===== src/rtl/regfile_multiport.sv =====
// Multi-read-port register file with sequential clear engine and optional hardwired-zero entry 0.
// Define REGFILE_BYPASS_EN to forward same-cycle write data to matching read ports.
module regfile_multiport #(
  parameter int DATA_WIDTH = 32,
  parameter int ADDR_WIDTH = 5,
  parameter int NUM_RD     = 2,
  parameter int ZERO_REG   = 1
) (
  input  logic                         clock,
  input  logic                         reset,
  input  logic                         write_enable,
  input  logic [ADDR_WIDTH-1:0]        write_reg,
  input  logic [DATA_WIDTH-1:0]        write_data,
  input  logic [NUM_RD*ADDR_WIDTH-1:0] read_reg,
  output logic [NUM_RD*DATA_WIDTH-1:0] read_data,
  input  logic                         clear_req,
  output logic                         busy,
  output logic                         write_ready,
  output logic                         clear_done
);

  localparam int DEPTH = 2 ** ADDR_WIDTH;

  localparam logic [0:0] ST_IDLE  = 1'b0;
  localparam logic [0:0] ST_CLEAR = 1'b1;

  // One extra counter bit so DEPTH-1 is reached without wrapping for any ADDR_WIDTH.
  localparam logic [ADDR_WIDTH:0] CNT_LAST = (ADDR_WIDTH + 1)'(DEPTH - 1);
  localparam logic [ADDR_WIDTH:0] CNT_ONE  = (ADDR_WIDTH + 1)'(1);

  logic [DATA_WIDTH-1:0] regs_q [DEPTH];
  logic [DATA_WIDTH-1:0] regs_d [DEPTH];
  logic [0:0]            state_q, state_d;
  logic [ADDR_WIDTH:0]   cnt_q, cnt_d;
  logic                  clear_done_q, clear_done_d;
  logic                  wr_hit_zero;
  logic                  wr_fire;

  assign busy        = (state_q == ST_CLEAR);
  assign write_ready = ~busy;
  assign clear_done  = clear_done_q;

  assign wr_hit_zero = (ZERO_REG != 0) && (write_reg == '0);
  assign wr_fire     = write_enable && write_ready && !wr_hit_zero;

  always_comb begin
    regs_d       = regs_q;
    state_d      = state_q;
    cnt_d        = cnt_q;
    clear_done_d = 1'b0;
    case (state_q)
      ST_IDLE: begin
        // A clear request wins over a write presented in the same cycle.
        if (clear_req) begin
          state_d = ST_CLEAR;
          cnt_d   = '0;
        end else if (wr_fire) begin
          regs_d[write_reg] = write_data;
        end
      end
      ST_CLEAR: begin
        regs_d[cnt_q[ADDR_WIDTH-1:0]] = '0;
        cnt_d = cnt_q + CNT_ONE;
        if (cnt_q == CNT_LAST) begin
          state_d      = ST_IDLE;
          clear_done_d = 1'b1;
        end
      end
      default: begin
        state_d = ST_IDLE;
        cnt_d   = '0;
      end
    endcase
  end

  always_ff @(posedge clock) begin
    if (reset) begin
      regs_q       <= '{default: '0};
      state_q      <= ST_IDLE;
      cnt_q        <= '0;
      clear_done_q <= 1'b0;
    end else begin
      regs_q       <= regs_d;
      state_q      <= state_d;
      cnt_q        <= cnt_d;
      clear_done_q <= clear_done_d;
    end
  end

  for (genvar k = 0; k < NUM_RD; k++) begin : g_rd
    logic [ADDR_WIDTH-1:0] rd_addr;
    logic [DATA_WIDTH-1:0] rd_val;

    always_comb begin
      rd_addr = read_reg[k*ADDR_WIDTH +: ADDR_WIDTH];
      rd_val  = regs_q[rd_addr];
      if ((ZERO_REG != 0) && (rd_addr == '0)) begin
        rd_val = '0;
      end
`ifdef REGFILE_BYPASS_EN
      if (wr_fire && (rd_addr == write_reg)) begin
        rd_val = write_data;
      end
`endif
    end

    assign read_data[k*DATA_WIDTH +: DATA_WIDTH] = rd_val;
  end

endmodule


===== config.mk =====
export PLATFORM = sky130hd
export DESIGN_NAME = regfile_multiport
export DESIGN_NICKNAME = d
export VERILOG_FILES = /design/src/rtl/regfile_multiport.sv
export SDC_FILE = /design/constraint.sdc
export NUM_CORES = 2
export LEC_CHECK = 0
export CAP_MARGIN = 40
export CORE_ASPECT_RATIO = 1.25
export CORE_MARGIN = 4
export CORE_UTILIZATION = 50
export CTS_CLUSTER_DIAMETER = 100
export CTS_CLUSTER_SIZE = 8
export DETAILED_ROUTE_END_ITERATION = 10
export DONT_BUFFER_PORTS = 1
export GPL_ROUTABILITY_DRIVEN = 0
export SYNTH_ARGS = -nofsm -noshare
export SYNTH_HDL_FRONTEND = slang
export SYNTH_SLANG_ARGS = --single-unit

===== constraint.sdc =====
create_clock -name clock -period 3.3 [get_ports clock]
set_input_delay 0.66 -clock clock [delete_from_list [all_inputs] [get_ports clock]]
set_output_delay 0.66 -clock clock [all_outputs]
set_load 0.05 [all_outputs]

Word-level counts from Yosys, hierarchy flattened
Cells that the tools add are included.

word-level totals
  register bits after elaboration = 1032
  input bits = 51
  output and inout bits = 67
  word-level logic and storage cells = 85

cells by class
  add/sub/neg operators = 1
  order comparisons = 6
  equal/unequal tests = 4
  multiplexer cells = 22
  bitwise gates (word level) = 7
  reductions and logical operators = 10

operators with widths
  cell                                                         number
  2-to-1 mux 1024 bit                                          2
  one-hot mux 1024 bit (2 select lines)                        1
  bitwise AND 1024 bit                                         1
  bitwise mux 1024 bit                                         1
  NOT 1024 bit                                                 1
  binary-select mux 32 bit (select 5 bit)                      2
  demux 32 bit (select 5 bit)                                  2
  2-to-1 mux 32 bit                                            8
  >= comparator 6 bit (second input constant)                  4
  NOT 5 -> 6 bit                                               4
  zero test 5 bit                                              3
  less-than comparator 6 x 1 -> 1 bit (second input constant)  2
  one-hot mux 6 bit (2 select lines)                           1
  adder 6 x 1 -> 6 bit (second input constant)                 1
  == test 6 x 5 -> 1 bit (second input constant)               1
  2-to-1 mux 6 bit                                             1
  logical AND 1 bit                                            4
  inequality test 2 bit (second input constant)                2
  2-to-1 mux 1 bit                                             3
  inequality test 2 x 1 -> 1 bit (second input constant)       1
  one-hot mux 1 bit (2 select lines)                           1
  AND reduction 2 bit                                          1
  OR reduction 2 bit                                           1
  zero test 1 bit                                              1
  NOT 1 bit                                                    1

Depth between registers and ports, before layout
  word-level depth = 9
  gate-level depth with buffers = 8
  depth with buffers taken out = 6

Least setup slack after synthesis
OpenSTA, ideal clock, no wires.

  kind = in2out
  start point = input port read_reg[5]
  end point = output port read_data[40]
  data arrival time = 3149 ps
  data required time = 2640 ps
  setup slack = -509 ps
  stages on the path = 7
  path buffers = 4
  cells stage by stage = clkbuf_1 -> inv_1 -> buf_2 -> buf_1 -> clkbuf_1 -> o2111ai_1 -> a311oi_1

on the way
  word-level cells in the longest chain between the ends = 5
  elaborated cells on any way between the ends = 6
  those cells by class = mux (4); bitwise (1); reduce/logical (1)

ends and longest elaborated chain
  what                                                  RTL line  source
  start: declaration                                    14        input logic [NUM_RD*ADDR_WIDTH-1:0] read_reg,
  NOT 5 -> 6 bit (not written as such)                  96        rd_val = regs_q[rd_addr];
  binary-select mux 32 bit (select 5 bit)               96
  2-to-1 mux 32 bit (not written as such) (2 in a row)  96
  2-to-1 mux 32 bit (*)                                 97        if ((ZERO_REG != 0) && (rd_addr == '0)) begin
  end: declaration                                      15        output logic [NUM_RD*DATA_WIDTH-1:0] read_data,

Every way passes the cells marked *; elsewhere a longest branch is shown, timed or not. The select of a mux whose other input is x is not followed.

==> impl_metrics.yaml <==
status:
  status: "finished with violations"
  violations: "slew limit, setup timing"
synthesis:
  netlist_area_um2: 50800
  syn_nets: 4720
  seq_area_frac_synth: 0.407
  synth_xor_area_frac: 0
  yosysWarnings: 0
  synth_compound_area_frac: 0.218
  ys_seq_elements: 1032
  synth_area_per_cell_um2: 10.9
  synthDistinctLibCells: 51
  synthFlopType: "dfxtp_1"
  synthAdderAreaFrac: 0.000986
  synth_mux_area_frac: 0.239
  synth_edf_count: 0
  synth_top_family_by_area: "multiplexers"
  synth-simple-area-share: 0.0849
  syn_inst: 4665
  asyncSetResetFlopFracSynth: 0
worst_setup_path:
  worst-path-max-fanout: 723
  timing.rr.start: "busy$_SDFF_PP0_"
  r2r_setup_slack_ns: 0.49
  cp-end-kind: "register"
  worstPathRequired_ns: 4.01
  r2r_end: "regs_q[89]$_SDFFE_PP0P_"
  critPathKind: "in2reg"
  start_kind: "primary input"
  r2r.worst_path.cells: 6
  crit_arrival_ns: 4.14
clocking:
  cts_setup_buffers: 0
  cts.sinks: 1032
  clk_latency_ns: 0.76
  clockBufferDepth: 3
  numCtsBuffers: 146
  root_buffer: "clkbuf_16"
  htree_num_levels: 4
  cts_tree: "built"
  clk_pin_slew_ns: 0.05
floorplanning:
  num_rows: 130
  num_io_pins: 118
  die_h_um: 364
  die_w_um: 293
  initial_core_util: 0.504
  die_area_um2: 107000
  core_um2: 101000
global_route:
  grt_pass1_vias: 43662
  grt-ovfl-total: 0
  grt_pass1_wl_um: 313000
  antenna_found_initial: 14
  grt_max_degree: 724
  grt_usage: 0.400
sta:
  drv_slew: 634
  min_period_over_period: 1.04
  fin_ws_ns: -0.124
  max-slew-margin-rel: -1.02
  rsz0062_at_grt: "no"
  hold_violations: 0
  fin_crit_ns: 3.42
  worst_pin_slew_ns: 3.03
  setup_viol: 14
  fmax_mhz: 292
  fin_worst_skew_ns: 0.0211
power:
  ir_drop_mv: 0.529
  p_per_area_nw_per_um2: 479
  leakage_nw: 20.4
layout:
  mostFrequentLayoutCells: "dfxtp_1 (1,031), nor2_1 (682), a22oi_1 (544)"
  nets: 4587
  fin_util: 0.588
  syn2layout_area_growth_pct: 16.6
  layout-drive-gt1-share: 0.257
  stdcell_area_um2: 59200
  final_common_cell: "dfxtp_1"
drt:
  drtAntennaViolNets: 0
  wirelength_um: 220000
  first_iter_violations: 7521
  dr_total_vias: 45484
  drcViolationCount: 0
  viasPerCell: 7.75
  firstDrtPassIters: 8
  wl_per_cell_um: 37.5
worst_hold_path:
  whs_path_depth: 1
  min_path_type: "in2reg"
  hp-start: "reset"
  min_to: "cnt_q[3]$_SDFFE_PP0P_"
placed_design:
  portBuffers: 0
  hpwl_um: 122000
  place_area_um2: 55400
job:
  maxCapViolations: 0
-- layer usage --
metal | share of wire | GRT usage
met1 | 0.37 | 0.521
met2 | 0.43 | 0.585
met3 | 0.14 | 0.133
met4 | 0.063 | 0.225
met5 | 0.00038 | 0
-- cell usage after synthesis, drive strengths merged (2+ instances only) --
master / number / share of area
nor2: 713 / 0.053
or2: 2 / 0.00025
nand4b: 2 / 0.00035
or4: 2 / 0.00030
a21oi: 4 / 0.00039
or3b: 3 / 0.00052
a22o: 320 / 0.055
nor2b: 137 / 0.017
a311oi: 64 / 0.011
mux2: 65 / 0.014
a32oi: 206 / 0.036
nand3: 11 / 0.0011
nand2b: 2 / 0.00025
o21ai: 116 / 0.011
and3b: 6 / 0.0010
nand4: 3 / 0.00037
mux4: 448 / 0.20
a221oi: 58 / 0.011
a211oi: 64 / 0.0095
buf: 233 / 0.023
nor3: 6 / 0.0011
inv: 6 / 0.00044
o2111ai: 16 / 0.0028
and3: 6 / 0.00074
a22oi: 544 / 0.080
nand3b: 4 / 0.00059
ha: 4 / 0.00099
mux2i: 129 / 0.025
and2: 36 / 0.0044
nor4: 2 / 0.00025
nand2: 35 / 0.0026
clkbuf: 374 / 0.028
dfxtp: 1032 / 0.41
nor3b: 4 / 0.00069
-- through the flow --
stage                     TNS, ns  setup slack [ns]  power [mW]  instances  hold WS (ns)
after floorplan           -0.0129           -0.0129        14.6       4665         0.435
after global placement          0             0.151        15.2       5687         0.459
after detailed placement        0             0.175        15.2       5702         0.464
after CTS                       0            0.0337        28.3       5857        0.0179
after global routing            0            0.0138        28.9       5861       0.00979
final                       -1.09            -0.124        28.4       5867         0.107
-- layout make-up --
class	instances	area (um^2)
fill	8253	41500
antenna	8	20.0
inverter	7	28.8
timing repair buffer	326	3680
clock buffer	150	3730
tap	1320	1650
sequential	1032	20700
clock inverter	5	58.8
multi-input combinational	3019	29400
-- registers in the layout, summed over array words and instances, names as in the netlist --
name	cells
regs_q	1024
cnt_q	6
busy	1
clear_done	1
-- worst max path at each step --
stage / start / end / slack [ns] / cells past startpoint
after CTS: regs_q[920]$_SDFFE_PP0P_ / read_data[56] / 0.03 / 5
after global placement: read_reg[7] / read_data[54] / 0.15 / 5
after floorplan: read_reg[7] / read_data[40] / -0.01 / 7
after detailed placement: read_reg[7] / read_data[54] / 0.17 / 5
after global routing: read_reg[1] / read_data[10] / 0.01 / 6
final: reset / regs_q[184]$_SDFFE_PP0P_ / -0.12 / 3
-- power by group --
| group | switching [mW] | internal [mW] | leakage, nW | total (mW) |
|---|---|---|---|---|
| logic | 1.51 | 0.961 | 10.3 | 2.47 |
| registers | 0.0350 | 12.5 | 8.31 | 12.6 |
| clock network | 5.47 | 7.88 | 1.86 | 13.4 |
-- logic make-up (layout without fill, tap and decap cells) --
family | Yosys count | after routing
flops | 1032 | 1032
other cells | 0 | 8
compound gates | 1395 | 1395
simple gates | 978 | 978
buf+inv | 614 | 488
fa+ha+maj | 4 | 4
mux | 642 | 642
-- worst max-delay path: stages --
cell     delay (ns)
nor2b_1        1.61
buf_4          0.29
a22o_1         0.14
-- repair_timing --
item                                   in CTS  in global routing
endpoints found under the hold margin       0                  1
gates resized for setup                     1                  2
setup endpoints to repair                   1                  2
hold buffers                                0                  1
Note: power is estimated with default switching activity, not from simulation.
